**config.mk**
```make
export PLATFORM = sky130hd
export DESIGN_NAME = regfile_2r1w_sb
export DESIGN_NICKNAME = d
export VERILOG_FILES = /design/src/rtl/regfile_2r1w_sb.sv
export SDC_FILE = /design/constraint.sdc
export NUM_CORES = 2
export LEC_CHECK = 0
export BUFFER_PORTS_ARGS = -buffer_cell sky130_fd_sc_hd__buf_2
export CAP_MARGIN = 25
export CORE_MARGIN = 2
export CORE_UTILIZATION = 60
export CTS_BUF_LIST = sky130_fd_sc_hd__clkbuf_8
export CTS_CLUSTER_DIAMETER = 50
export DETAILED_ROUTE_END_ITERATION = 12
export MAX_ROUTING_LAYER = met4
export PLACE_DENSITY_LB_ADDON = 0.1
export SYNTH_ARGS = -nofsm -noshare
export SYNTH_HDL_FRONTEND = slang
export SYNTH_SLANG_ARGS = --single-unit
```
**constraint.sdc**
```tcl
create_clock -name clk -period 9.5 [get_ports clk]
set_input_delay 1.9 -clock clk [delete_from_list [all_inputs] [get_ports clk]]
set_output_delay 1.9 -clock clk [all_outputs]
set_load 0.02 [all_outputs]
```
**src/rtl/regfile_2r1w_sb.sv**
```systemverilog
// -----------------------------------------------------------------------------
// regfile_2r1w_sb
//
// General-purpose register file for the NPC core, with a RAW-hazard scoreboard.
// It has two combinational read ports and one write port. Register 0 always
// reads zero. With BYPASS=1, write data in the current cycle is forwarded to the
// read ports.
//
// Decode marks an instruction's destination register as pending when it issues.
// Write-back clears the pending bit when it writes the register. Decode can then
// stall while a source register is still waiting for its producer.
//
// Parameters
//   ADDR_WIDTH : register index width, NREG = 2**ADDR_WIDTH entries
//   DATA_WIDTH : register data width
//   BYPASS     : 1 = forward same-cycle write data to the read and busy outputs
//   RESET_VAL  : reset value of registers 1..NREG-1
//
// Ports
//   clk, rst_n         : clock, asynchronous active-low reset
//   wen, waddr, wdata  : write-back port (the write lands on posedge)
//   raddr1 / rdata1    : read port 1 (combinational)
//   raddr2 / rdata2    : read port 2 (combinational)
//   iss_valid, iss_rd  : issue strobe, marks iss_rd as pending on posedge
//   busy1, busy2       : the register on the read port has a pending producer
//   busy_cnt           : registered count of pending registers
// -----------------------------------------------------------------------------
module regfile_2r1w_sb #(
  parameter int unsigned            ADDR_WIDTH = 5,
  parameter int unsigned            DATA_WIDTH = 32,
  parameter bit                     BYPASS     = 1'b1,
  parameter logic [DATA_WIDTH-1:0]  RESET_VAL  = '0
) (
  input  logic                  clk,
  input  logic                  rst_n,
  input  logic                  wen,
  input  logic [ADDR_WIDTH-1:0] waddr,
  input  logic [DATA_WIDTH-1:0] wdata,
  input  logic [ADDR_WIDTH-1:0] raddr1,
  output logic [DATA_WIDTH-1:0] rdata1,
  input  logic [ADDR_WIDTH-1:0] raddr2,
  output logic [DATA_WIDTH-1:0] rdata2,
  input  logic                  iss_valid,
  input  logic [ADDR_WIDTH-1:0] iss_rd,
  output logic                  busy1,
  output logic                  busy2,
  output logic [ADDR_WIDTH:0]   busy_cnt
);

  localparam int unsigned           NREG     = 2 ** ADDR_WIDTH;
  localparam logic [NREG-1:0]       BIT0     = {{(NREG-1){1'b0}}, 1'b1};
  localparam logic [ADDR_WIDTH:0]   CNT_ONE  = {{ADDR_WIDTH{1'b0}}, 1'b1};

  // ---------------------------------------------------------------------------
  // State
  // ---------------------------------------------------------------------------
  logic [DATA_WIDTH-1:0] r_rf [NREG];
  logic [NREG-1:0]       r_pending;
  logic [ADDR_WIDTH:0]   r_busy_cnt;

  // ---------------------------------------------------------------------------
  // Write / issue decode. Index 0 is filtered out here, so register 0 can
  // never be written and can never become pending.
  // ---------------------------------------------------------------------------
  logic            w_wr_en;
  logic            w_iss_en;
  logic [NREG-1:0] w_wr_onehot;
  logic [NREG-1:0] w_iss_onehot;
  logic [NREG-1:0] w_pending_nxt;
  logic            w_cnt_inc;
  logic            w_cnt_dec;

  assign w_wr_en      = wen       && (waddr  != '0);
  assign w_iss_en     = iss_valid && (iss_rd != '0);
  assign w_wr_onehot  = w_wr_en  ? (BIT0 << waddr)  : '0;
  assign w_iss_onehot = w_iss_en ? (BIT0 << iss_rd) : '0;

  // The issue bit is applied after the write-back clear. When both target the
  // same index, the issued instruction is the newer producer, so it stays pending.
  assign w_pending_nxt = (r_pending & ~w_wr_onehot) | w_iss_onehot;

  // The count tracks only real transitions of the pending bits:
  //   - re-issuing an index that is already pending adds nothing;
  //   - writing an index that is not pending subtracts nothing;
  //   - a write that the same-cycle issue overrides subtracts nothing.
  // So busy_cnt always equals the number of pending bits and cannot wrap.
  assign w_cnt_inc = w_iss_en && !r_pending[iss_rd];
  assign w_cnt_dec = w_wr_en  &&  r_pending[waddr]
                              && !(w_iss_en && (iss_rd == waddr));

  // ---------------------------------------------------------------------------
  // Register array
  // ---------------------------------------------------------------------------
  // NOTE: the array has an explicit reset because every register must hold
  // RESET_VAL immediately after reset. Without that, the array could map to
  // plain RAM with no reset. Entry 0 is reset too but is never read, because
  // the read mux forces index 0 to zero.
  always_ff @(posedge clk or negedge rst_n) begin
    if (!rst_n) begin
      r_rf[0] <= '0;
      for (int i = 1; i < int'(NREG); i++) begin
        r_rf[i] <= RESET_VAL;
      end
    end else if (w_wr_en) begin
      // NOTE: sequential state uses non-blocking assignments. Every always_ff
      // then reads pre-edge values, so the result does not depend on process order.
      r_rf[waddr] <= wdata;
    end
  end

  // ---------------------------------------------------------------------------
  // Scoreboard: pending bits and registered population count
  // ---------------------------------------------------------------------------
  always_ff @(posedge clk or negedge rst_n) begin
    if (!rst_n) begin
      r_pending <= '0;
    end else begin
      r_pending <= w_pending_nxt;
    end
  end

  always_ff @(posedge clk or negedge rst_n) begin
    if (!rst_n) begin
      r_busy_cnt <= '0;
    end else begin
      unique case ({w_cnt_inc, w_cnt_dec})
        2'b10:   r_busy_cnt <= r_busy_cnt + CNT_ONE;
        2'b01:   r_busy_cnt <= r_busy_cnt - CNT_ONE;
        default: r_busy_cnt <= r_busy_cnt;
      endcase
    end
  end

  assign busy_cnt = r_busy_cnt;

  // ---------------------------------------------------------------------------
  // Read ports. Both ports use identical logic and are fully independent.
  // A bypass hit means the write port writes this register in this cycle.
  // The write data is forwarded to the read port. The busy output is
  // suppressed, because write-back is delivering the value now.
  // ---------------------------------------------------------------------------
  logic [ADDR_WIDTH-1:0] w_raddr [2];
  logic [DATA_WIDTH-1:0] w_rdata [2];
  logic                  w_busy  [2];

  assign w_raddr[0] = raddr1;
  assign w_raddr[1] = raddr2;

  for (genvar g = 0; g < 2; g++) begin : g_rport
    logic w_hit;

    assign w_hit = BYPASS && wen && (waddr == w_raddr[g]) && (w_raddr[g] != '0);

    // NOTE: every branch assigns w_rdata[g], starting with a default, so
    // no latch is inferred.
    always_comb begin
      w_rdata[g] = r_rf[w_raddr[g]];
      if (w_raddr[g] == '0) begin
        w_rdata[g] = '0;
      end else if (w_hit) begin
        w_rdata[g] = wdata;
      end
    end

    // Bit 0 of the pending vector is never set, so index 0 is never busy.
    assign w_busy[g] = r_pending[w_raddr[g]] && !w_hit;
  end

  assign rdata1 = w_rdata[0];
  assign rdata2 = w_rdata[1];
  assign busy1  = w_busy[0];
  assign busy2  = w_busy[1];

  // ---------------------------------------------------------------------------
  // Invariants
  // ---------------------------------------------------------------------------
  a_cnt_matches_pending : assert property (
    @(posedge clk) disable iff (!rst_n)
      r_busy_cnt == ADDR_WIDTH'(0) + ($countones(r_pending))
  );

  a_reg0_never_pending : assert property (
    @(posedge clk) disable iff (!rst_n) !r_pending[0]
  );

endmodule
```
==> metrics <==
Reg2Reg Depth 11; Setup WS post-layout between 2 and 2.5 ns; Core Region ~0.095 mm^2; die area roughly 0.098 mm^2; GRT overflow 0; Yosys Warn Count 0; Synth area leader dfrtp_1; gate count after technology mapping 3869; layout cells sized above 1 0.4995; Clock Latency Late Sink between 0.8 and 0.9 ns; Setup crit end rdata1[13]; fin crit period just over 7 ns; RR Startpoint r_pending[27]; Detailed Routing Iterations Pass 1 6; Sw Pwr between 3000 and 4000 uW; Main synth FF type dfrtp_1; TritonCTS Buffers 183; dpl hpwl 97840 um; gp weighted congestion between 0.8 and 0.9; DR WL/cell around 35 um; RSZ-0062 raised after global routing false; post-CTS setup buffers 0; leakage approximately 0.027 uW; Sw Share 0.2887; Distinct cells, synth 57; Hold-fix buffers, CTS 0; antenna violations before repair 7; CP startpoint kind input port; first-pass GRT wire length between 200000 and 300000 um; CTS Sinks approximately 1100; pwr/cell area approximately 210 mW/mm^2; syn_nets between 3000 and 4000; Crit Path Class in -> out; Crit Path Max Fanout 77; power share of the clock group 0.326; Yosys top cell area share 0.4626; vias per cell approximately 7.4; ANT nets after route 0; final setup TNS 0 ns; # port buffers 127; nets just under 4000; final WL between 150000 and 200000 um; top-level I/O count between 100 and 150; largest net degree at the start of global routing approximately 180; Setup crit start raddr1[1]; number of global-route vias before repair 40623; clock-pin slew on the worst setup and hold paths about 0.06 ns; Max transition margin 0.1938; maxcap violations 0; syn_area_per_cell approximately 15 um^2; Worst Path Arrival 5.37 ns; Hold Vio Cnt, Final 0; FFs w/ async S/R, synth 1.000; Post-Route Skew a little under 0.009 ns; Initial DRC Count a little under 5000; register bit total from synthesis roughly 1100; CTS Root Cell clkbuf_8; setup slack at placement between 2 and 2.5 ns; Crit Reg-Reg Endpoint busy_cnt[5]; Clock Tree Buf Depth 3; internal power 9308 uW; Synth Cell Area around 0.057 mm^2; DRC viols 0; GRT Total Usage 0.3846; num rows 113; Hold Crit Class reg -> reg; width of the die 313.4 um; Seq pwr share 0.463; period utilisation layout 0.7650; VDD IR max ~0.14 mV; number of synthesized flops with an enable pin 0; chip height approximately 310 um; via count 38614; top cells by area, synth dfrtp_1 46%, mux4_2 19%, mux2_2 17%, mux2i_1 2.3%, mux2_1 2.0%; sequential element share of the synthesized area 0.4626; status finished, final reports clean; worst slew pin tran 1.207 ns; commonest non-fill, non-tap cell in the layout dfrtp_1; Starting Density 0.6046; Final setup violation count 0; Synth-to-Final Area Change 8.303%; fin. max-slew vios 0; CTS tree done; post-CTS sizing 0; most frequent cells in the layout 1062 x dfrtp_1, 892 x mux2_2, 483 x mux4_2; Req. time, crit path 7.60 ns; Setup crit end kind primary output; fmax 137.6 MHz; post-layout util 0.6548; R2R Setup Slk 6.15 ns; Gate power share 0.211; H-tree lvl count 4
-- flip-flops by register name (all words and copies together), names as in the netlist --
register,cells
r_rf,1024
r_pending,32
busy_cnt,6
-- power groups by stage --
stage	combinational, uW	sequential, uW	clock (uW)
6_report	2760	6060	4260
5_1_grt	2950	6150	4520
3_3_place_gp	2650	5970	0
4_1_cts	2760	6020	4310
3_5_place_dp	2750	6100	0
2_1_floorplan	2140	5880	0
-- how the worst min path moves through the flow --
stage                  to       start  cells past startpoint  slack (ns)
2_1_floorplan  r_rf[1000]  r_rf[1000]                      1        0.44
3_3_place_gp    r_rf[998]   r_rf[998]                      0        0.38
3_5_place_dp   r_rf[1019]  r_rf[1019]                      0        0.38
4_1_cts        r_rf[1015]  r_rf[1015]                      0        0.40
5_1_grt        r_rf[1015]  r_rf[1015]                      0        0.41
6_report       r_rf[1015]  r_rf[1015]                      0        0.40
-- Yosys cell counts (12+ instances only) --
library cell  count
mux2_2          892
nand2_1          42
dfrtp_1        1062
a21oi_1          12
a221oi_1         58
mux2i_1         132
buf_4            53
xor2_1           15
buf_2           120
o21ai_1         112
o22ai_1          64
mux2_1          100
o21ai_0          45
a22oi_1         137
clkbuf_1        257
a21boi_1         57
o221a_2          57
mux4_2          483
buf_6            23
nor2_1           21
-- layer usage --
layer  GRT usage  vias to the layer above  part of all wire
li1            -                    15051                 -
met1      0.5028                    20657              0.38
met5           -                        -                 0
met4      0.1700                        0             0.048
met2      0.5690                     2310              0.47
met3      0.1054                      596              0.10
-- logic make-up (layout without fill, tap and decap cells) --
kind of cell / after synthesis / count (layout) / synth area share
other cells: 0 / 6 / 0
simple gates: 126 / 126 / 0.01185
fa+ha+maj: 6 / 6 / 0.001438
buf+inv: 470 / 545 / 0.04158
xor+xnor: 20 / 20 / 0.003049
compound gates: 578 / 578 / 0.07264
mux: 1607 / 1607 / 0.4068
flops: 1062 / 1062 / 0.4626
-- stage by stage --
step	power (uW)	hold slack [ns]	instances	instance area, um^2
2_1_floorplan	8021	0.4413	3869	57450
3_3_place_gp	8617	0.3767	4871	58310
3_5_place_dp	8853	0.3836	4874	58370
4_1_cts	13090	0.3971	5208	62170
5_1_grt	13620	0.4083	5214	62210
6_report	13090	0.3968	5215	62210
-- final cells by class --
class | count | area [um^2]
multi-input combinational | 2337 | 28730
inverter | 5 | 18.77
antenna | 6 | 15.01
clock inverter | 85 | 376.6
timing repair buffer | 206 | 1491
fill | 6824 | 32800
tap | 1265 | 1583
sequential | 1062 | 26580
clock buffer | 249 | 3427
-- worst max-delay path: stages --
cell and delay (ns):
buf_8 0.59, buf_4 0.47, buf_16 0.30, buf_4 0.66
mux4_2 0.44, o22ai_1 0.17, o21ai_1 0.10, o221a_2 0.35
buf_2 0.18
(Power assumes the default switching activity.)
